==> src/rtl/bram_line_reader.sv <==
// ============================================================================
// Module      : bram_line_reader
// Description : Fetches packed BURST_LEN x DATA_W lines from BRAM port B and
//               streams them lane by lane (lane 0 first) on valid/ready.
// Revision    : 1.0 - initial release
// ============================================================================
`default_nettype none

module bram_line_reader #(
    parameter int DATA_W    = 16,
    parameter int BURST_LEN = 8,
    parameter int ADDR_W    = 10
) (
    input  logic                        clk,
    input  logic                        rst,
    input  logic                        start,
    input  logic [ADDR_W-1:0]           base_addr,
    input  logic [ADDR_W:0]             num_lines,
    output logic                        busy,
    output logic                        done,
    output logic [ADDR_W-1:0]           ram_rd_addr,
    input  logic [DATA_W*BURST_LEN-1:0] ram_rd_data,
    output logic                        out_valid,
    input  logic                        out_ready,
    output logic [DATA_W-1:0]           out_data,
    output logic                        out_last
);

    localparam int c_line_w = DATA_W * BURST_LEN;
    localparam int c_lane_w = (BURST_LEN > 1) ? $clog2(BURST_LEN) : 1;
    localparam logic [c_lane_w-1:0] c_last_lane = c_lane_w'(BURST_LEN - 1);
    localparam logic [ADDR_W:0]     c_one_line  = (ADDR_W + 1)'(1);

    typedef enum logic [1:0] {
        S_IDLE = 2'd0,
        S_RUN  = 2'd1,
        S_FIN  = 2'd2
    } state_t;

    state_t                state_q, state_d;
    logic [ADDR_W-1:0]     addr_q, addr_d;
    logic [ADDR_W-1:0]     next_addr_q, next_addr_d;
    logic [ADDR_W:0]       num_q, num_d;
    logic [ADDR_W:0]       issued_q, issued_d;
    logic [ADDR_W:0]       left_q, left_d;
    logic [c_line_w-1:0]   cur_q, cur_d;
    logic                  cur_vld_q, cur_vld_d;
    logic [c_lane_w-1:0]   lane_q, lane_d;
    logic [c_line_w-1:0]   pf_q, pf_d;
    logic                  pf_full_q, pf_full_d;
    logic                  rd_pend_q, rd_pend_d;
    logic                  rd_vld_q, rd_vld_d;

    logic w_hs;
    logic w_line_end;
    logic w_last_line;
    logic w_issue;

    assign w_hs        = cur_vld_q & out_ready;
    assign w_line_end  = w_hs & (lane_q == c_last_lane);
    assign w_last_line = (left_q == c_one_line);

    // A read stays "pending" until its data has been captured, so only one
    // read is ever in flight.
    assign w_issue = (state_q == S_RUN) && (issued_q < num_q) && !rd_pend_q
                     && !rd_vld_q && (!pf_full_q || !cur_vld_q);

    always_comb begin
        state_d     = state_q;
        addr_d      = addr_q;
        next_addr_d = next_addr_q;
        num_d       = num_q;
        issued_d    = issued_q;
        left_d      = left_q;
        cur_d       = cur_q;
        cur_vld_d   = cur_vld_q;
        lane_d      = lane_q;
        pf_d        = pf_q;
        pf_full_d   = pf_full_q;
        rd_pend_d   = 1'b0;
        rd_vld_d    = rd_pend_q;

        case (state_q)
            S_IDLE: begin
                if (start) begin
                    num_d       = num_lines;
                    left_d      = num_lines;
                    next_addr_d = base_addr + 1'b1;
                    lane_d      = '0;
                    state_d     = S_RUN;
                    if (num_lines != '0) begin
                        addr_d    = base_addr;
                        rd_pend_d = 1'b1;
                        issued_d  = c_one_line;
                    end else begin
                        issued_d  = '0;
                    end
                end
            end

            S_RUN: begin
                if (w_issue) begin
                    addr_d      = next_addr_q;
                    next_addr_d = next_addr_q + 1'b1;
                    rd_pend_d   = 1'b1;
                    issued_d    = issued_q + 1'b1;
                end

                if (w_hs) begin
                    lane_d = w_line_end ? '0 : lane_q + 1'b1;
                end

                // cur refills from prefetch first so lines follow with no bubble.
                if (!cur_vld_q || w_line_end) begin
                    if (pf_full_q) begin
                        cur_d     = pf_q;
                        cur_vld_d = 1'b1;
                        if (rd_vld_q) begin
                            pf_d = ram_rd_data;
                        end else begin
                            pf_full_d = 1'b0;
                        end
                    end else if (rd_vld_q) begin
                        cur_d     = ram_rd_data;
                        cur_vld_d = 1'b1;
                    end else begin
                        cur_vld_d = 1'b0;
                    end
                end else if (rd_vld_q) begin
                    pf_d      = ram_rd_data;
                    pf_full_d = 1'b1;
                end

                if (w_line_end) begin
                    left_d = left_q - 1'b1;
                end

                if ((w_line_end && w_last_line) || (left_q == '0)) begin
                    state_d = S_FIN;
                end
            end

            S_FIN: begin
                state_d = S_IDLE;
            end

            default: begin
                state_d = S_IDLE;
            end
        endcase
    end

    always_ff @(posedge clk or posedge rst) begin
        if (rst) begin
            state_q     <= S_IDLE;
            addr_q      <= '0;
            next_addr_q <= '0;
            num_q       <= '0;
            issued_q    <= '0;
            left_q      <= '0;
            cur_q       <= '0;
            cur_vld_q   <= 1'b0;
            lane_q      <= '0;
            pf_q        <= '0;
            pf_full_q   <= 1'b0;
            rd_pend_q   <= 1'b0;
            rd_vld_q    <= 1'b0;
        end else begin
            state_q     <= state_d;
            addr_q      <= addr_d;
            next_addr_q <= next_addr_d;
            num_q       <= num_d;
            issued_q    <= issued_d;
            left_q      <= left_d;
            cur_q       <= cur_d;
            cur_vld_q   <= cur_vld_d;
            lane_q      <= lane_d;
            pf_q        <= pf_d;
            pf_full_q   <= pf_full_d;
            rd_pend_q   <= rd_pend_d;
            rd_vld_q    <= rd_vld_d;
        end
    end

    assign busy        = (state_q == S_RUN);
    assign done        = (state_q == S_FIN);
    assign ram_rd_addr = addr_q;
    assign out_valid   = cur_vld_q;
    assign out_data    = cur_vld_q ? cur_q[lane_q*DATA_W +: DATA_W] : '0;
    assign out_last    = cur_vld_q & (lane_q == c_last_lane) & w_last_line;

endmodule

`default_nettype wire

==> config.mk <==
export PLATFORM = sky130hd
export DESIGN_NAME = bram_line_reader
export DESIGN_NICKNAME = d
export VERILOG_FILES = /design/src/rtl/bram_line_reader.sv
export SDC_FILE = /design/constraint.sdc
export NUM_CORES = 1
export LEC_CHECK = 0
export ABC_AREA = 1
export ABC_CLOCK_PERIOD_IN_PS = 14700
export CORE_ASPECT_RATIO = 1.25
export CORE_MARGIN = 4
export CORE_UTILIZATION = 47
export CTS_CLUSTER_DIAMETER = 50
export DETAILED_ROUTE_END_ITERATION = 12
export PLACE_DENSITY = 0.76
export SYNTH_ARGS = -nofsm -noshare
export SYNTH_HDL_FRONTEND = slang
export SYNTH_SLANG_ARGS = --single-unit
==> constraint.sdc <==
create_clock -name clk -period 14.7 [get_ports clk]
set_input_delay 2.94 -clock clk [delete_from_list [all_inputs] [get_ports clk]]
set_output_delay 2.94 -clock clk [all_outputs]
set_load 0.005 [all_outputs]
-- Word level (Yosys, flattened, before mapping)
Cells that the tools add are included.
Widths: inputs -> output; s select.
- input bits: 153
- output and inout port bits: 30
- register bits after elaboration: 318
- word-level logic and storage cells: 99
- mux-type cells: 36
- bitwise operators: 4
- shift operators: 1
- magnitude comparators: 1
- reductions and logical operators: 28
- eq/ne operators: 11
- add/sub/neg operators: 5
- operator list (operator ; number):
    $mux 128 ; 5
    $shiftx 128x8->16 ; 1
    $mux 10 ; 5
    $mux 11 ; 4
    $pmux 11 s2 ; 2
    $pmux 10 s2 ; 2
    $add 10x1->10 const B ; 2
    $mux 16 ; 1
    $reduce_and 3->1 ; 4
    $add 11x1->11 const B ; 1
    $eq 11x1->1 const B ; 1
    $logic_not 11->1 ; 1
    $lt 11x11->1 ; 1
    $reduce_bool 11->1 ; 1
    $sub 11x1->11 const B ; 1
    $reduce_and 2->1 ; 5
    $mux 1 ; 9
    $mux 3 ; 3
    $ne 2x1->1 const B ; 4
    $ne 2x2->1 const B ; 3
    $pmux 3 s2 ; 1
    $reduce_bool 2->1 ; 3
    $logic_and 1x1->1 ; 5
    $and 1x1->1 ; 4
    other kinds (11) ; 17

-- Logic depth before layout (Yosys ltp)
- depth in word-level cells: 7
- gate-level depth with buffers: 16
- mapped depth without buffers: 15

-- Worst setup path before layout
OpenSTA, ideal clock, no wires.
- path kind: reg2out
- start: reg lane_q[0]
- end: out out_data[2]
- arrival time: 1412 ps
- data required time: 11760 ps
- stages on the path, launching flop included: 8
- slack: 10348 ps
- buffers on the path: 2
- path through: dfrtp_1 -> clkbuf_1 -> inv_1 -> clkbuf_1 -> nor2_1 -> o21ai_0 -> nor2_1 -> a311oi_1
- word-level cells in the longest chain between the ends: 2
- RTL lines (item ; line ; RTL):
    start, declared ; 48 ; logic [c_lane_w-1:0] lane_q, lane_d;
    start signal, assigned ; 177 ; lane_q <= lane_d;
    $shiftx 128x8->16 ; 189 ; assign out_data = cur_vld_q ? cur_q[lane_q*DATA_W +: DATA_W] : '0;
    $mux 16 ; 189 ;
    end, declared ; 25 ; output logic [DATA_W-1:0] out_data,
No other way between the ends.

-- Worst setup path in the final report
- start: reg lane_q[1]
- end: out out_data[10]
Same word-level chain as after synthesis.

==> run metrics <==
Min-Delay Path Depth=0; Area Growth Syn to Fin=19.7%; chip height=211 µm; Worst Clk Skew=0.0189 ns; DRT antenna net count=0; WP data arrival=4.01 ns; Die W=170 µm; Final Cycle Share=0.473; most frequent cells in the layout=nand2_1 (495), o21ai_0 (340), dfrtp_1 (316); vias in the first global route=12.9k; Worst IR Drop VDD=0.0000870 V; GR Util All Layers=0.228; crit end category=output pin; Mean Syn Cell Area=7.98 µm²; crit path max fanout=28; fin crit period=6.95 ns; Worst Hold Launch=rd_pend_q; reg-to-reg critical path endpoint=pf_q[26]; distinct cell type count after synthesis=35; TNS Setup=0 ns; pin count of the biggest net entering global routing=186; Initial Util=0.481; WP data required=11.76 ns; max-cap viol count=0; synthesized flop and latch total=318; Avg WL per Cell=16.6 µm; commonest non-fill, non-tap cell in the layout=nand2_1; Vias=13.4k; maximum clock insertion buffer count=3; core area=0.0321 mm²; GRT met1 Usage=0.316; Die ar.=0.0358 mm²; cell leakage power=0.00901 µW; clock latency on the worst-skew pair=0.52 ns; DP HPWL=28,000 µm; M2 GR Usage=0.371; layout cells sized above 1=0.0427; Fin. Hold Viols=0; number of I/O pins=183; CTS clk-pin slew, worst paths=0.06 ns; post-cts sizing count=0; critical path class=reg2out; vias per inst=5.40; total CTS buffers=37; status=complete, no violations; WL final=41,200 µm; Synth Flop Type=dfrtp_1; Post-Syn Nets=2,102; yosys warns=0; nets=2,207; Slew Limit Fails=0; FF-to-FF setup slack=10.13 ns; DP Worst Slack=8.14 ns; worst-margin pin slew=1.08 ns; Post-synth EDFFs=0; sequential element share of the synthesized area=0.516; R2R depth=8; Post-Synthesis Cells=1,933; HP Class=reg2reg; Post-Syn Area=0.0154 mm²; final-layout fill cell count=2,833; Slew Limit Headroom=0.277; grt met3 use=0.0304; Post-CTS Setup Repair Bufs=0; fmax=144 MHz; drt drc=0; reg-to-reg startpoint=lane_q[2]; RD Place Congestion=0.853; crit start category=flop; RSZ-0062 raised after global routing=false; Final setup viols=0; buffers added on ports=182; H-tree depth=2; first-pass GRT wire length=67,000 µm; first-pass iteration count of the detailed router=5; Layout Utilization=0.576; DRT iter0 DRCs=1,498; CTS Hold Buffers Added=0; PwrDens=144 mW/mm²; root buf cell=clkbuf_16; TritonCTS clock tree=yes; Hold EP=rd_vld_q; setup ws final=7.75 ns; ys async rst share=1.00; # rows=73; most used routing layer=met2; Clock Sinks=318; initial antenna violation count=1; global-route congestion overflow total=0
synthesized netlist by cell type, types with 2 or more instances:
master    number  area [µm²]
ha_1          16         200
a21oi_1       64         320
nand3_1       47         235
nor2_1       109         409
o22ai_1        4        25.0
nor2_4         2        22.5
nor3_1         8        40.0
xor2_1         8        70.1
a31oi_1       49         307
o21ai_1       17        85.1
nor2_2         3        18.8
o21ai_0      340        1700
nand4_1        7        43.8
or2_2          3        18.8
a311oi_1      16         140
a22oi_1        2        15.0
clkbuf_1      64         240
buf_1          4        15.0
xnor2_1        2        17.5
inv_2          5        18.8
buf_2         47         235
nand2_2        2        12.5
inv_1        231         867
o211ai_1      49         368
buf_6          6        67.6
nand2_1      495        1860
nor4_1         2        12.5
dfrtp_1      318        7960
buf_4          7        52.6
power breakdown:
part,switching (µW),internal [µW]
clock,357,525
combinational,359,216
sequential,121,1080
total,837,1820
cell families (layout without fill, tap and decap cells):
kind of cell               Yosys count  count (layout)  share of synthesized area
and+or+nand+nor                    680             680                      0.174
buffers and inverters              365             495                     0.0973
AOI/OAI and AO/OA                  544             544                      0.194
adders and majority gates           16              16                     0.0130
other                                0               1                          0
DFF                                318             318                      0.516
xor gates and xnor gates            10              10                    0.00568
worst max-delay path by stage:
stage / startpoint / endpoint
2_1_floorplan: rst / cur_q[0]
3_3_place_gp: out_ready / pf_q[32]
3_5_place_dp: out_ready / pf_q[26]
4_1_cts: lane_q[1] / out_data[10]
5_1_grt: lane_q[1] / out_data[10]
6_report: lane_q[1] / out_data[10]
layout make-up:
class	count	area, µm²	area share
multi-input cells	1250	5980	0.324
clock buffers	54	1070	0.0580
flip-flops and latches	318	7960	0.431
clock inverters	10	101	0.00549
repair buffers	194	1920	0.104
well taps	412	515	0.0279
inverters	237	905	0.0490
diodes	1	2.50	0.000136
worst max-delay path: stages (launching register included):
cell and delay, ns:
dfrtp_1 0.90, buf_4 0.42, clkinv_1 0.53, a21oi_1 0.36
o21ai_0 0.24, a311oi_1 0.37, clkdlybuf4s50_1 0.64
sequential cells by signal, summed over array words and instances, names as in the netlist:
register	cells
state_q	2
lane_q	3
ram_rd_addr	10
rd_pend_q	1
left_q	11
next_addr_q	10
cur_q	128
out_valid	1
num_q	11
pf_q	128
pf_full_q	1
rd_vld_q	1
issued_q	11
metal layers:
layer	routed length (µm)	share of wire
met1	17500	0.43
met2	19400	0.47
met3	2650	0.064
met4	1610	0.039
met5	0	0
metrics by stage:
step | power, µW | instance area [µm²] | hold WS [ns] | std cells
2_1_floorplan | 1560 | 15400 | 0.355 | 1933
3_3_place_gp | 1770 | 17300 | 0.432 | 2411
3_5_place_dp | 1790 | 17300 | 0.438 | 2411
4_1_cts | 2670 | 18500 | 0.453 | 2475
5_1_grt | 2820 | 18500 | 0.447 | 2475
6_report | 2660 | 18500 | 0.448 | 2476
(Power assumes the default switching activity.)
